### config.mk
export PLATFORM = sky130hd
export DESIGN_NAME = float_to_fixed_ppl
export DESIGN_NICKNAME = d
export VERILOG_FILES = /design/src/rtl/float_to_fixed_ppl.sv
export SDC_FILE = /design/constraint.sdc
export NUM_CORES = 1
export LEC_CHECK = 0
export CAP_MARGIN = 20
export CELL_PAD_IN_SITES_DETAIL_PLACEMENT = 1
export CELL_PAD_IN_SITES_GLOBAL_PLACEMENT = 2
export CORE_MARGIN = 5
export CORE_UTILIZATION = 32
export DETAILED_ROUTE_END_ITERATION = 12
export PLACE_DENSITY_LB_ADDON = 0.12
export REMOVE_ABC_BUFFERS = 1
export SYNTH_ARGS = -nofsm -noshare
export SYNTH_HDL_FRONTEND = slang
export SYNTH_SLANG_ARGS = --single-unit
### constraint.sdc
create_clock -name clock -period 3.3 [get_ports clock]
set_clock_uncertainty 0.15 [all_clocks]
set_input_delay 0.66 -clock clock [delete_from_list [all_inputs] [get_ports clock]]
set_output_delay 0.66 -clock clock [all_outputs]
set_load 0.005 [all_outputs]
### src/rtl/float_to_fixed_ppl.sv
// float_to_fixed_ppl: 2-stage IEEE-754 single -> Q1.20 signed fixed-point.
// Stage 1 classifies the operand and right-aligns the significand.
// Stage 2 rounds, saturates symmetrically and applies the sign.
// A saturating counter tracks how many valid results were clipped.
// Optional feature macro: F2F_ROUND_NEAREST_EN (round-to-nearest-even).
// When it is undefined, results are truncated toward zero.
module float_to_fixed_ppl #(
    parameter int SAT_CNT_W = 8
) (
    input  logic                 clock,
    input  logic                 aclr,
    input  logic                 clk_en,
    input  logic                 valid_in,
    input  logic [31:0]          dataa,
    output logic [20:0]          fixed_out,
    output logic                 valid_out,
    output logic                 sat_out,
    output logic [SAT_CNT_W-1:0] sat_count
);

    localparam int STAGES = 2;

    typedef enum logic [1:0] {
        CLS_NORM = 2'd0,
        CLS_ZERO = 2'd1,
        CLS_SAT  = 2'd2
    } cls_e;

    typedef struct packed {
        logic        s;
        cls_e        cls;
        logic [19:0] mag;
`ifdef F2F_ROUND_NEAREST_EN
        logic        g;
        logic        st;
`endif
    } s1_t;

    // One valid bit per registered stage; the top bit drives valid_out.
    logic [STAGES:1] vld_pipe;
    s1_t             s1_q;
    s1_t             s1_d;

    // ---------------- stage 1 decode ----------------
    logic [7:0]  e;
    logic [23:0] sig;
    logic [4:0]  shamt;
`ifdef F2F_ROUND_NEAREST_EN
    logic [23:0] half;
`endif

    assign e   = dataa[30:23];
    assign sig = {1'b1, dataa[22:0]};

    // Classify the operand and align its significand onto the 20 fraction bits.
    always_comb begin
        s1_d     = '0;
        s1_d.s   = dataa[31];
        // Only meaningful for NORM (e in 106..126 gives 4..24).
        shamt    = 5'(8'd130 - e);
        if (e >= 8'd127) begin
            s1_d.cls = CLS_SAT;
        end else if (e <= 8'd105) begin
            s1_d.cls = CLS_ZERO;
        end else begin
            s1_d.cls = CLS_NORM;
            s1_d.mag = 20'(sig >> shamt);
        end
`ifdef F2F_ROUND_NEAREST_EN
        // Guard is the first bit shifted out; sticky ORs everything below it.
        half = 24'd1 << (shamt - 5'd1);
        if (s1_d.cls == CLS_NORM) begin
            s1_d.g  = |(sig & half);
            s1_d.st = |(sig & (half - 24'd1));
        end
`endif
    end

    // Stage 1 register: holds on stall, cleared by reset so in-flight data is dropped.
    always_ff @(posedge clock) begin
        if (aclr) begin
            s1_q        <= '0;
            vld_pipe[1] <= 1'b0;
        end else if (clk_en) begin
            s1_q        <= s1_d;
            vld_pipe[1] <= valid_in;
        end
    end

    // ---------------- stage 2 round / saturate / sign ----------------
    logic        inc;
    logic [20:0] r;
    logic [19:0] mag_f;
    logic        sat_c;
    logic [20:0] res;

    // Round, clip to +-0xFFFFF so 0x100000 never appears, then negate if needed.
    always_comb begin
`ifdef F2F_ROUND_NEAREST_EN
        inc = s1_q.g & (s1_q.st | s1_q.mag[0]);
`else
        inc = 1'b0;
`endif
        r     = {1'b0, s1_q.mag} + {20'd0, inc};
        mag_f = r[19:0];
        sat_c = 1'b0;
        case (s1_q.cls)
            CLS_SAT: begin
                mag_f = 20'hFFFFF;
                sat_c = 1'b1;
            end
            CLS_ZERO: begin
                mag_f = 20'd0;
            end
            default: begin
                if (r[20]) begin
                    mag_f = 20'hFFFFF;
                    sat_c = 1'b1;
                end
            end
        endcase
        // Negating zero wraps back to zero, so -0 comes out as 0.
        res = s1_q.s ? (~{1'b0, mag_f} + 21'd1) : {1'b0, mag_f};
    end

    // Output register and saturation counter; the counter sticks at all-ones.
    always_ff @(posedge clock) begin
        if (aclr) begin
            fixed_out   <= '0;
            sat_out     <= 1'b0;
            vld_pipe[2] <= 1'b0;
            sat_count   <= '0;
        end else if (clk_en) begin
            fixed_out   <= res;
            sat_out     <= sat_c;
            vld_pipe[2] <= vld_pipe[1];
            if (vld_pipe[1] && sat_c && (sat_count != '1))
                sat_count <= sat_count + 1'b1;
        end
    end

    assign valid_out = vld_pipe[STAGES];

endmodule

==> metrics.md, run 1 <==
| Metric | Value |
|---|---|
| Slew of the pin with the lowest slew margin | `0.860 ns` |
| Largest net degree at the start of global routing | `30` |
| Final Non-Filler Cells | `743` |
| Post-Place Cells | `735` |
| Worst path required time | `between 3 and 4 ns` |
| Post-synth EDFFs | `0` |
| Critical path arrival | `around 3 ns` |
| Top_reg_cell synth | `dfxtp_1` |
| First-pass GRT wire length | `around 23 mm` |
| GRT Total Usage | `18.8%` |
| Slew Limit Headroom | `~42%` |
| VDD IR-drop max | `181 µV` |
| Leakage | `1.97 nW` |
| Critical Path End Type | `flip-flop` |
| CP max FO | `16` |
| Worst reg2reg setup slack | `0.43 ns` |
| DIE WIDTH | `123 µm` |
| Number of gates resized after CTS | `0` |
| Crit path launch type | `input port` |
| Total global routing overflow | `0` |
| Routability-driven placement congestion ratio | `0.852` |
| CTS Buf Count | `5` |
| Area Growth Syn to Fin | `29.6%` |
| Initial core utilization | `32.6%` |
| Final min period | `2.88 ns` |
| Clock Tree Root | `clkbuf_16` |
| Tot Pwr | `between 1.5 and 2 mW` |
| Cells after synthesis | `~500` |
| Most frequent cells in the layout | `66 x clkdlybuf4s50_1, 55 x dfxtp_1, 46 x nand2_1` |
| Final setup violation count | `0` |
| Worst R2R Path Depth | `7` |
| Synthesized flop and latch total | `55` |
| Fin Setup TNS | `0 ns` |
| Routed wire per std cell | `roughly 19 µm` |
| Worst Hold Class | `flip-flop to flip-flop` |
| Sequential area share after synthesis | `between 20% and 30%` |
| Routed wire length | `13.9 mm` |
| Post-place setup slack | `between 0.07 and 0.08 ns` |
| Number of I/O port buffers | `66` |
| DRT Pass-1 Iters | `4` |
| Post-Synthesis Cell Area | `4090 µm²` |
| Slew Limit Fails | `0` |
| Routed Antenna Nets | `0` |
| PD cells | `around 370 nW/µm²` |
| Initial antenna violation count | `0` |
| Post-CTS setup buffers | `0` |
| Core region area | `~13,000 µm²` |
| Row cnt | `41` |
| Clock-pin slew on the worst setup and hold paths | `approximately 0.08 ns` |
| Startpoint of the worst hold path | `fixed_out[16]$_SDFFE_PP0P_` |
| DRC | `0` |
| Crit share post-route | `87.3%` |
| Unrepaired setup endpoints after global routing | `no` |
| Diode count | `0` |
| Syn. warnings | `0` |
| WHS Endpoint | `fixed_out[16]$_SDFFE_PP0P_` |
| CTS tree | `yes` |
| Final Hold Fails | `0` |
| Worst flop-to-flop path endpoint | `fixed_out[12]$_SDFFE_PP0P_` |
| Final HPWL from detailed placement | `10.9 mm` |
| Syn_area_per_cell | `8.30 µm²` |
| Synth async-reset ratio | `0%` |
| CTS H-tree depth | `2` |
| Clock sinks | `55` |
| Post-CTS Hold Fix Bufs | `0` |
| Initial drt markers | `192` |
| Clock Latency Late Sink | `0.30 ns` |
| Share of cells above drive strength 1 | `approximately 15%` |
| CTS Buffer Depth | `2` |
| Max cap viols | `0` |
| Run status | `complete, no violations` |
| Setup WS post-layout | `0.420 ns` |
| Final net count | `615` |
| Vias per cell | `roughly 5.5` |
| IO Count | `67` |
| Min-Delay Path Depth | `1` |
| DR vias | `4,112` |
| Most common cell after layout, fill and taps aside | `clkdlybuf4s50_1` |
| Die area | `about 15,000 µm²` |
| Vias in the first global route | `4,288` |
| Fillers | `1,508` |
| FMAX | `0.347 GHz` |
| Crit Reg-Reg Startpoint | `s1_q[20]$_SDFFE_PP0P_` |
| Kind of critical path | `input port to flip-flop` |
| Die Y | `123 µm` |
| Netlist cell types | `59` |
==> synth_stat cells, types with 4 or more instances <==
library cell | n | area share [%]
xor2_1 | 5 | 1.1
o211ai_1 | 6 | 1.1
a21oi_1 | 37 | 4.5
a32o_1 | 13 | 3.2
a31oi_1 | 6 | 0.92
buf_2 | 14 | 1.7
mux4_2 | 14 | 7.7
nor3b_1 | 5 | 0.92
o22ai_1 | 8 | 1.2
nor2b_1 | 6 | 0.92
xnor2_1 | 14 | 3.0
mux2i_1 | 26 | 6.4
nor3_1 | 12 | 1.5
inv_1 | 12 | 1.1
a21o_1 | 5 | 0.92
nand4_1 | 8 | 1.2
clkbuf_1 | 21 | 1.9
nand2b_1 | 5 | 0.76
nor2_1 | 42 | 3.9
ha_1 | 9 | 2.8
o21ai_0 | 27 | 3.3
buf_1 | 4 | 0.37
nand3_1 | 15 | 1.8
nand2_1 | 46 | 4.2
mux2_2 | 8 | 2.2
dfxtp_1 | 55 | 27
a211oi_1 | 6 | 1.1
a32oi_1 | 4 | 0.86
a311oi_1 | 7 | 1.5
==> area by class of cell <==
class | count | area [µm²] | share of cell area (%)
clock buffer | 6 | 139 | 2.62
clock inverter | 2 | 13.8 | 0.259
inverter | 13 | 48.8 | 0.920
multi-input combinational | 385 | 2770 | 52.2
sequential | 55 | 1100 | 20.8
tap | 172 | 215 | 4.06
timing repair buffer | 110 | 1020 | 19.2
==> metrics by stage <==
step	util, %	hold slack [ns]	area (µm²)
6_report	42.2	0.316	5300
5_1_grt	42.2	0.336	5300
4_1_cts	42.2	0.320	5300
3_5_place_dp	41.0	0.302	5150
3_3_place_gp	41.0	0.297	5150
2_1_floorplan	-	0.290	3920
==> worst max-delay path by stage <==
stage	from	to	slack (ns)
detailed placement	dataa[24]	s1_q[1]$_SDFFE_PP0P_	0.08
CTS	dataa[24]	s1_q[1]$_SDFFE_PP0P_	0.40
finish	dataa[24]	s1_q[1]$_SDFFE_PP0P_	0.42
global placement	dataa[24]	s1_q[1]$_SDFFE_PP0P_	0.1
global route	s1_q[20]$_SDFFE_PP0P_	fixed_out[13]$_SDFFE_PP0P_	0.15
floorplan	dataa[23]	s1_q[1]$_SDFFE_PP0P_	0.07
==> report_power, final <==
part           switching, mW  leakage, nW  internal, mW
logic                  0.355         1.44         0.318
clock network          0.270       0.0772         0.305
registers             0.0142        0.446         0.684
total                  0.639         1.97          1.31
==> cell families (layout without fill, tap and decap cells) <==
group | Yosys count | after routing | share of synthesized area (%)
AOI/OAI and AO/OA | 144 | 144 | 23.9
xor gates and xnor gates | 20 | 20 | 4.46
adders and majority gates | 9 | 9 | 2.75
buffers and inverters | 53 | 131 | 5.38
DFF | 55 | 55 | 26.9
muxes | 48 | 48 | 16.3
and+or+nand+nor | 164 | 164 | 20.3
==> worst max-delay path: stages <==
cell and delay [ns]:
clkdlybuf4s50_1 0.47, inv_1 0.07, ha_1 0.34, buf_12 0.18
mux4_2 0.54, mux2i_1 0.18, nand3_1 0.09, and2_1 0.16
a32o_1 0.24
==> sequential cells by signal (all words and copies together), names as in the netlist <==
name / cells
fixed_out: 21
s1_q: 23
sat_count: 8
sat_out: 1
valid_out: 1
vld_pipe: 1
==> metal layers <==
| metal | routed length, µm | vias up | part of all wire, % | global-route usage, % |
|---|---|---|---|---|
| li1 | - | 2007 | - | - |
| met1 | 6360 | 2017 | 46 | 23.7 |
| met2 | 6990 | 74 | 50 | 34.1 |
| met3 | 381 | 14 | 2.7 | 2.42 |
| met4 | 200 | 0 | 1.4 | 4.78 |
| met5 | 0 | - | 0 | 0 |
Note: power is estimated with default switching activity, not from simulation.
==> run 2: changes to the inputs <==
- clock period: 3.3 -> 3.1 ns (I/O delays scaled with it)
==> run 2 against run 1 <==
Net effect:
- sequential power rose by 6.4%
- sequential cell count unchanged
- utilization grew 0.94 points
- total power up 6.5%
- wire length fell by 1.5%
- clock-buffer cell count increased by 1
- register-to-register slack got worse by 0.22 ns
- via count rose by 0.51%
- global-route usage fell by 0.23 points
- die area unchanged
- combinational power is 10% higher
- critical path type unchanged
- largest power group unchanged
- highest routed layer unchanged
==> metrics.md, run 2 (synthesis results as in run 1) <==
| Metric | Value |
|---|---|
| Clock Latency Late Sink | `0.30 ns (about the same)` |
| Die area | `15,100 µm² (unchanged)` |
| Final setup violation count | `0 (unchanged)` |
| Share of cells above drive strength 1 | `16.0% (was 14.5%)` |
| Final Hold Fails | `0 (unchanged)` |
| Largest registers | `s1_q (23), fixed_out (21), sat_count (8) (unchanged)` |
| Routed wire per std cell | `18.3 µm (was 18.8 µm)` |
| DRC | `0 (unchanged)` |
| DR vias | `4,133 (was 4,112)` |
| GRT Total Usage | `18.6% (was 18.8%)` |
| Post-Place Cells | `744 (was 735)` |
| FMAX | `0.344 GHz` |
| Most common cell after layout, fill and taps aside | `clkdlybuf4s50_1 (unchanged)` |
| Slew Limit Fails | `0 (unchanged)` |
| Die Y | `123 µm (unchanged)` |
| Clock-pin slew on the worst setup and hold paths | `0.07 ns (was 0.08 ns)` |
| Max cap viols | `0 (unchanged)` |
| Post-CTS Hold Fix Bufs | `0 (unchanged)` |
| Core region area | `12,600 µm² (unchanged)` |
| Fillers | `1,501 (was 1,508)` |
| First-pass GRT wire length | `22.5 mm (was 22.6 mm)` |
| Area Growth Syn to Fin | `32.5% (was 29.6%)` |
| Final net count | `624 (was 615)` |
| Final HPWL from detailed placement | `11.0 mm (was 10.9 mm)` |
| Initial antenna violation count | `0 (unchanged)` |
| Diode count | `0 (unchanged)` |
| Final min period | `2.90 ns` |
| Initial core utilization | `32.6% (unchanged)` |
| Vias per cell | `5.50 (was 5.53)` |
| Post-place setup slack | `-0.126 ns (was 0.0790 ns)` |
| Total global routing overflow | `0 (unchanged)` |
| Slew Limit Headroom | `43.7% (was 42.4%)` |
| Clock sinks | `55 (unchanged)` |
| DIE WIDTH | `123 µm (unchanged)` |
| Leakage | `2.03 nW (was 1.97 nW)` |
| Critical path arrival | `2.94 ns (was 2.93 ns)` |
| CP max FO | `12 (was 16)` |
| Register area | `1100 µm² (unchanged)` |
| DRT Pass-1 Iters | `4 (unchanged)` |
| Max reg flops | `23 (unchanged)` |
| Unrepaired setup endpoints after global routing | `no (unchanged)` |
| Largest net degree at the start of global routing | `28 (was 30)` |
| Vias in the first global route | `4,217 (was 4,288)` |
| Routability-driven placement congestion ratio | `0.848 (was 0.852)` |
| Crit share post-route | `~94%` |
| PD cells | `382 nW/µm² (was 367 nW/µm²)` |
| Number of I/O port buffers | `66 (unchanged)` |
| Setup WS post-layout | `0.197 ns (was 0.420 ns)` |
| Routed wire length | `13.7 mm (was 13.9 mm)` |
| Worst Hold Class | `flip-flop to flip-flop (unchanged)` |
| Kind of critical path | `input port to flip-flop (unchanged)` |
| Slew of the pin with the lowest slew margin | `0.841 ns (was 0.860 ns)` |
| Routed Antenna Nets | `0 (unchanged)` |
| Critical Path End Type | `flip-flop (unchanged)` |
| CTS H-tree depth | `2 (unchanged)` |
| Clock Tree Root | `clkbuf_16 (unchanged)` |
| Row cnt | `41 (unchanged)` |
| Initial drt markers | `249 (was 192)` |
| Worst path required time | `3.14 ns (was 3.35 ns)` |
| Crit path launch type | `input port (unchanged)` |
| CTS Buffer Depth | `2 (unchanged)` |
| IO Count | `67 (unchanged)` |
| CTS tree | `yes (unchanged)` |
| Final Non-Filler Cells | `752 (was 743)` |
| VDD IR-drop max | `213 µV (was 181 µV)` |
| CTS Buf Count | `5 (unchanged)` |
| Most frequent cells in the layout | `66 x clkdlybuf4s50_1, 55 x dfxtp_1, 48 x buf_4 (was 66 x clkdlybuf4s50_1, 55 x dfxtp_1, 46 x nand2_1)` |
| Biggest register | `s1_q (unchanged)` |
| Multi-input logic area | `2780 µm² (was 2770 µm²)` |
| Run status | `complete, no violations (unchanged)` |
[run 2: power by group]
part / switching (mW) / total [mW] / leakage (nW) / internal [mW]
Clock: 0.262 / 0.586 / 0.0741 / 0.324
Sequential: 0.0151 / 0.744 / 0.446 / 0.729
Combinational: 0.384 / 0.743 / 1.51 / 0.359
[run 2: worst paths after layout]
path                                           startpoint                         end  slack [ns]  cells past startpoint
worst max-delay path                            dataa[23]        s1_q[6]$_SDFFE_PP0P_        0.20                      9
worst min-delay path            fixed_out[5]$_SDFFE_PP0P_   fixed_out[5]$_SDFFE_PP0P_        0.32                      2
worst max register to register      s1_q[20]$_SDFFE_PP0P_  fixed_out[13]$_SDFFE_PP0P_        0.21                      8
worst min register to register  fixed_out[5]$_SDFFE_PP0P_   fixed_out[5]$_SDFFE_PP0P_        0.32                      2
[run 2: stage by stage]
step           TNS, ns  util (%)  total power, mW  cell area (µm²)  hold WS (ns)
4_1_cts              0      43.0             2.09             5410         0.320
5_1_grt              0      43.1             2.19             5420         0.346
3_3_place_gp    -0.227      41.8             1.49             5260         0.298
2_1_floorplan   -0.161         -             1.16             3920         0.290
3_5_place_dp    -0.520      41.8             1.50             5260         0.310
6_report             0      43.1             2.07             5420         0.316
[run 2: metal layers]
metal | vias to the layer above | part of all wire [%] | track usage [%]
met4 | 0 | 1.3 | 4.57
met2 | 82 | 51 | 33.5
met5 | - | 0 | 0
met3 | 10 | 3.3 | 2.24
met1 | 2011 | 45 | 23.6
li1 | 2030 | - | -
[run 2: area by class of cell]
class                   count  share of cell area [%]
inverters                  13                   0.900
clock buffers               7                    2.63
flip-flops and latches     55                    20.3
clock inverters             1                   0.162
well taps                 172                    3.97
repair buffers            119                    20.7
multi-input cells         385                    51.4
[run 2: worst max-delay path: stages]
cell	delay (ns)
clkdlybuf4s50_1	0.53
inv_2	0.05
ha_1	0.31
buf_12	0.16
buf_12	0.14
mux2_2	0.34
o21ai_0	0.37
o211ai_1	0.14
a32o_1	0.27
[run 2: timing repair]
item	in CTS	in global routing
endpoints found under the setup margin	0	2
resized for setup	0	2
setup buffers	0	0
==> run 3: changes to the inputs <==
- ABC_CLOCK_PERIOD_IN_PS: default -> 3100
- SETUP_SLACK_MARGIN: default -> 0.5
==> run 3 against run 2 <==
Net effect:
- hold slack worse by 0.0015 ns
- first-iteration DRC count down 0.80%
- wire length increased by 3.0%
- cell area up 3.6%
- non-clock buffer count grew 6
- via count increased by 1.5%
==> metrics.md, run 3 (synthesis results as in run 1) <==
| Metric | Value |
|---|---|
| Largest net degree at the start of global routing | `28 (unchanged)` |
| Most frequent cells in the layout | `63 x clkdlybuf4s50_1, 54 x dfxtp_1, 52 x buf_4 (was 66 x clkdlybuf4s50_1, 55 x dfxtp_1, 48 x buf_4)` |
| Area Growth Syn to Fin | `37.2% (was 32.5%)` |
| DRC | `0 (unchanged)` |
| Routability-driven placement congestion ratio | `0.848 (unchanged)` |
| Initial core utilization | `32.6% (unchanged)` |
| Clock-pin slew on the worst setup and hold paths | `0.07 ns (about the same)` |
| Max cap viols | `0 (unchanged)` |
| FMAX | `0.394 GHz (was 0.344 GHz)` |
| Vias in the first global route | `4,278 (was 4,217)` |
| Critical Path End Type | `flip-flop (unchanged)` |
| Run status | `complete, no violations (unchanged)` |
| Number of I/O port buffers | `66 (unchanged)` |
| Clock power frac | `27.6% (was 28.3%)` |
| Final Hold Fails | `0 (unchanged)` |
| Finished layout cell area | `5610 µm² (was 5420 µm²)` |
| Final setup violation count | `0 (unchanged)` |
| Critical path arrival | `2.58 ns (was 2.94 ns)` |
| Post-Place Cells | `744 (unchanged)` |
| Post-layout util | `44.7% (was 43.1%)` |
| Total global routing overflow | `0 (unchanged)` |
| Final net count | `630 (was 624)` |
| Die area | `15,100 µm² (unchanged)` |
| Clock sinks | `55 (unchanged)` |
| Share of cells above drive strength 1 | `21.3% (was 16.0%)` |
| Internal power | `1.45 mW (was 1.41 mW)` |
| Diode count | `0 (unchanged)` |
| Placed cell area | `5260 µm² (unchanged)` |
| Min-Delay Path Depth | `2 (unchanged)` |
| Die Y | `123 µm (unchanged)` |
| Largest registers | `s1_q (23), fixed_out (21), sat_count (8) (unchanged)` |
| DR vias | `4,195 (was 4,133)` |
| Initial drt markers | `247 (was 249)` |
| Worst path required time | `3.14 ns (about the same)` |
| CTS Buffer Depth | `2 (unchanged)` |
| Clock Latency Late Sink | `0.30 ns (about the same)` |
| Most common cell after layout, fill and taps aside | `clkdlybuf4s50_1 (unchanged)` |
| DIE WIDTH | `123 µm (unchanged)` |
| Initial antenna violation count | `0 (unchanged)` |
| Worst Hold Class | `flip-flop to flip-flop (unchanged)` |
| Kind of critical path | `flip-flop to flip-flop (was input port to flip-flop)` |
| Final Non-Filler Cells | `758 (was 752)` |
| Crit path launch type | `flip-flop (was input port)` |
| Sw Pwr | `681 µW (was 661 µW)` |
| Hold WS | `0.315 ns (was 0.316 ns)` |
| Row cnt | `41 (unchanged)` |
| CTS Buf Count | `5 (unchanged)` |
| Biggest register | `s1_q (unchanged)` |
| CTS tree | `yes (unchanged)` |
| Final HPWL from detailed placement | `11.0 mm (unchanged)` |
| CTS H-tree depth | `2 (unchanged)` |
| Switching Share | `32.0% (was 31.9%)` |
| Unrepaired setup endpoints after global routing | `yes (was no)` |
| Post-CTS Hold Fix Bufs | `0 (unchanged)` |
| Combinational share of power | `37.4% (was 35.8%)` |
| Tot Pwr | `2.13 mW (was 2.07 mW)` |
| Clock Tree Root | `clkbuf_16 (unchanged)` |
| CP max FO | `6 (was 12)` |
| Fin Setup TNS | `0 ns (unchanged)` |
| Routed wire length | `14.1 mm (was 13.7 mm)` |
| Routed Antenna Nets | `0 (unchanged)` |
| VDD IR-drop max | `215 µV (was 213 µV)` |
| GRT Total Usage | `19.0% (was 18.6%)` |
| Worst R2R Path Depth | `7 (was 8)` |
| Setup WS post-layout | `0.561 ns (was 0.197 ns)` |
| DRT Pass-1 Iters | `4 (unchanged)` |
| Leakage | `2.10 nW (was 2.03 nW)` |
| Crit share post-route | `81.9% (was 93.6%)` |
| Vias per cell | `5.53 (was 5.50)` |
| Core region area | `12,600 µm² (unchanged)` |
| Post-place setup slack | `-0.126 ns (unchanged)` |
| Slew Limit Headroom | `48.8% (was 43.7%)` |
| Reg power frac | `35.0% (was 35.9%)` |
| IO Count | `67 (unchanged)` |
| Max reg flops | `23 (unchanged)` |
| Final min period | `2.54 ns (was 2.90 ns)` |
| First-pass GRT wire length | `22.9 mm (was 22.5 mm)` |
| Fillers | `1,490 (was 1,501)` |
| Routed wire per std cell | `18.6 µm (was 18.3 µm)` |
| Slew Limit Fails | `0 (unchanged)` |
| Slew of the pin with the lowest slew margin | `0.766 ns (was 0.841 ns)` |
| PD cells | `379 nW/µm² (was 382 nW/µm²)` |
[run 3: changes by cell type in the layout (fill, tap and decap cells not counted), sizes merged]
cell / change
dlymetal6s2s: +1
clkbuf: +2
buf: +4
clkdlybuf4s50: -3
clkdlybuf4s15: +1
bufbuf: +1
[run 3: worst paths after layout]
check                                          startpoint                          to  slack (ns)
worst max register to register      s1_q[20]$_SDFFE_PP0P_  fixed_out[14]$_SDFFE_PP0P_        0.56
worst min-delay path            fixed_out[5]$_SDFFE_PP0P_   fixed_out[5]$_SDFFE_PP0P_        0.31
worst max-delay path                s1_q[20]$_SDFFE_PP0P_  fixed_out[14]$_SDFFE_PP0P_        0.56
worst min register to register  fixed_out[5]$_SDFFE_PP0P_   fixed_out[5]$_SDFFE_PP0P_        0.31
[run 3: layout make-up]
cell class	count	area (µm²)	share of cell area [%]
repair buffers	125	1190	21.2
flip-flops and latches	55	1100	19.6
inverters	13	48.8	0.869
well taps	172	215	3.83
multi-input cells	385	2910	51.8
clock inverters	1	8.76	0.156
clock buffers	7	143	2.54
[run 3: power by group through the flow]
stage / Clock [mW] / Sequential (mW) / Combinational (mW)
floorplan: 0 / 0.762 / 0.396
global placement: 0 / 0.760 / 0.731
detailed placement: 0 / 0.761 / 0.742
CTS: 0.604 / 0.745 / 0.783
global route: 0.634 / 0.748 / 0.860
finish: 0.588 / 0.745 / 0.795
[run 3: timing repair]
item | CTS | global route
resized for setup | 18 | 22
buffers inserted | 5 | 0
gates cloned | 1 | 0
setup endpoints to repair | 32 | 29
pin swaps | 4 | 6
[run 3: routing by layer]
layer  wire length, µm  track usage, %  share of wire, %  vias to the layer above
met5                 0               0                 0                        -
met1              6270            24.0                44                     2061
met3               473            2.24               3.3                       10
met4               178            4.57               1.3                        0
li1                  -               -                 -                     2032
met2              7210            34.3                51                       92
[run 3: critical path: stages (launching register included)]
cell     delay (ns)
dfxtp_2        0.34
inv_2          0.06
ha_4           0.32
or4b_4         0.51
nor4b_4        0.34
nand2_1        0.10
a311o_1        0.36
a32o_1         0.26
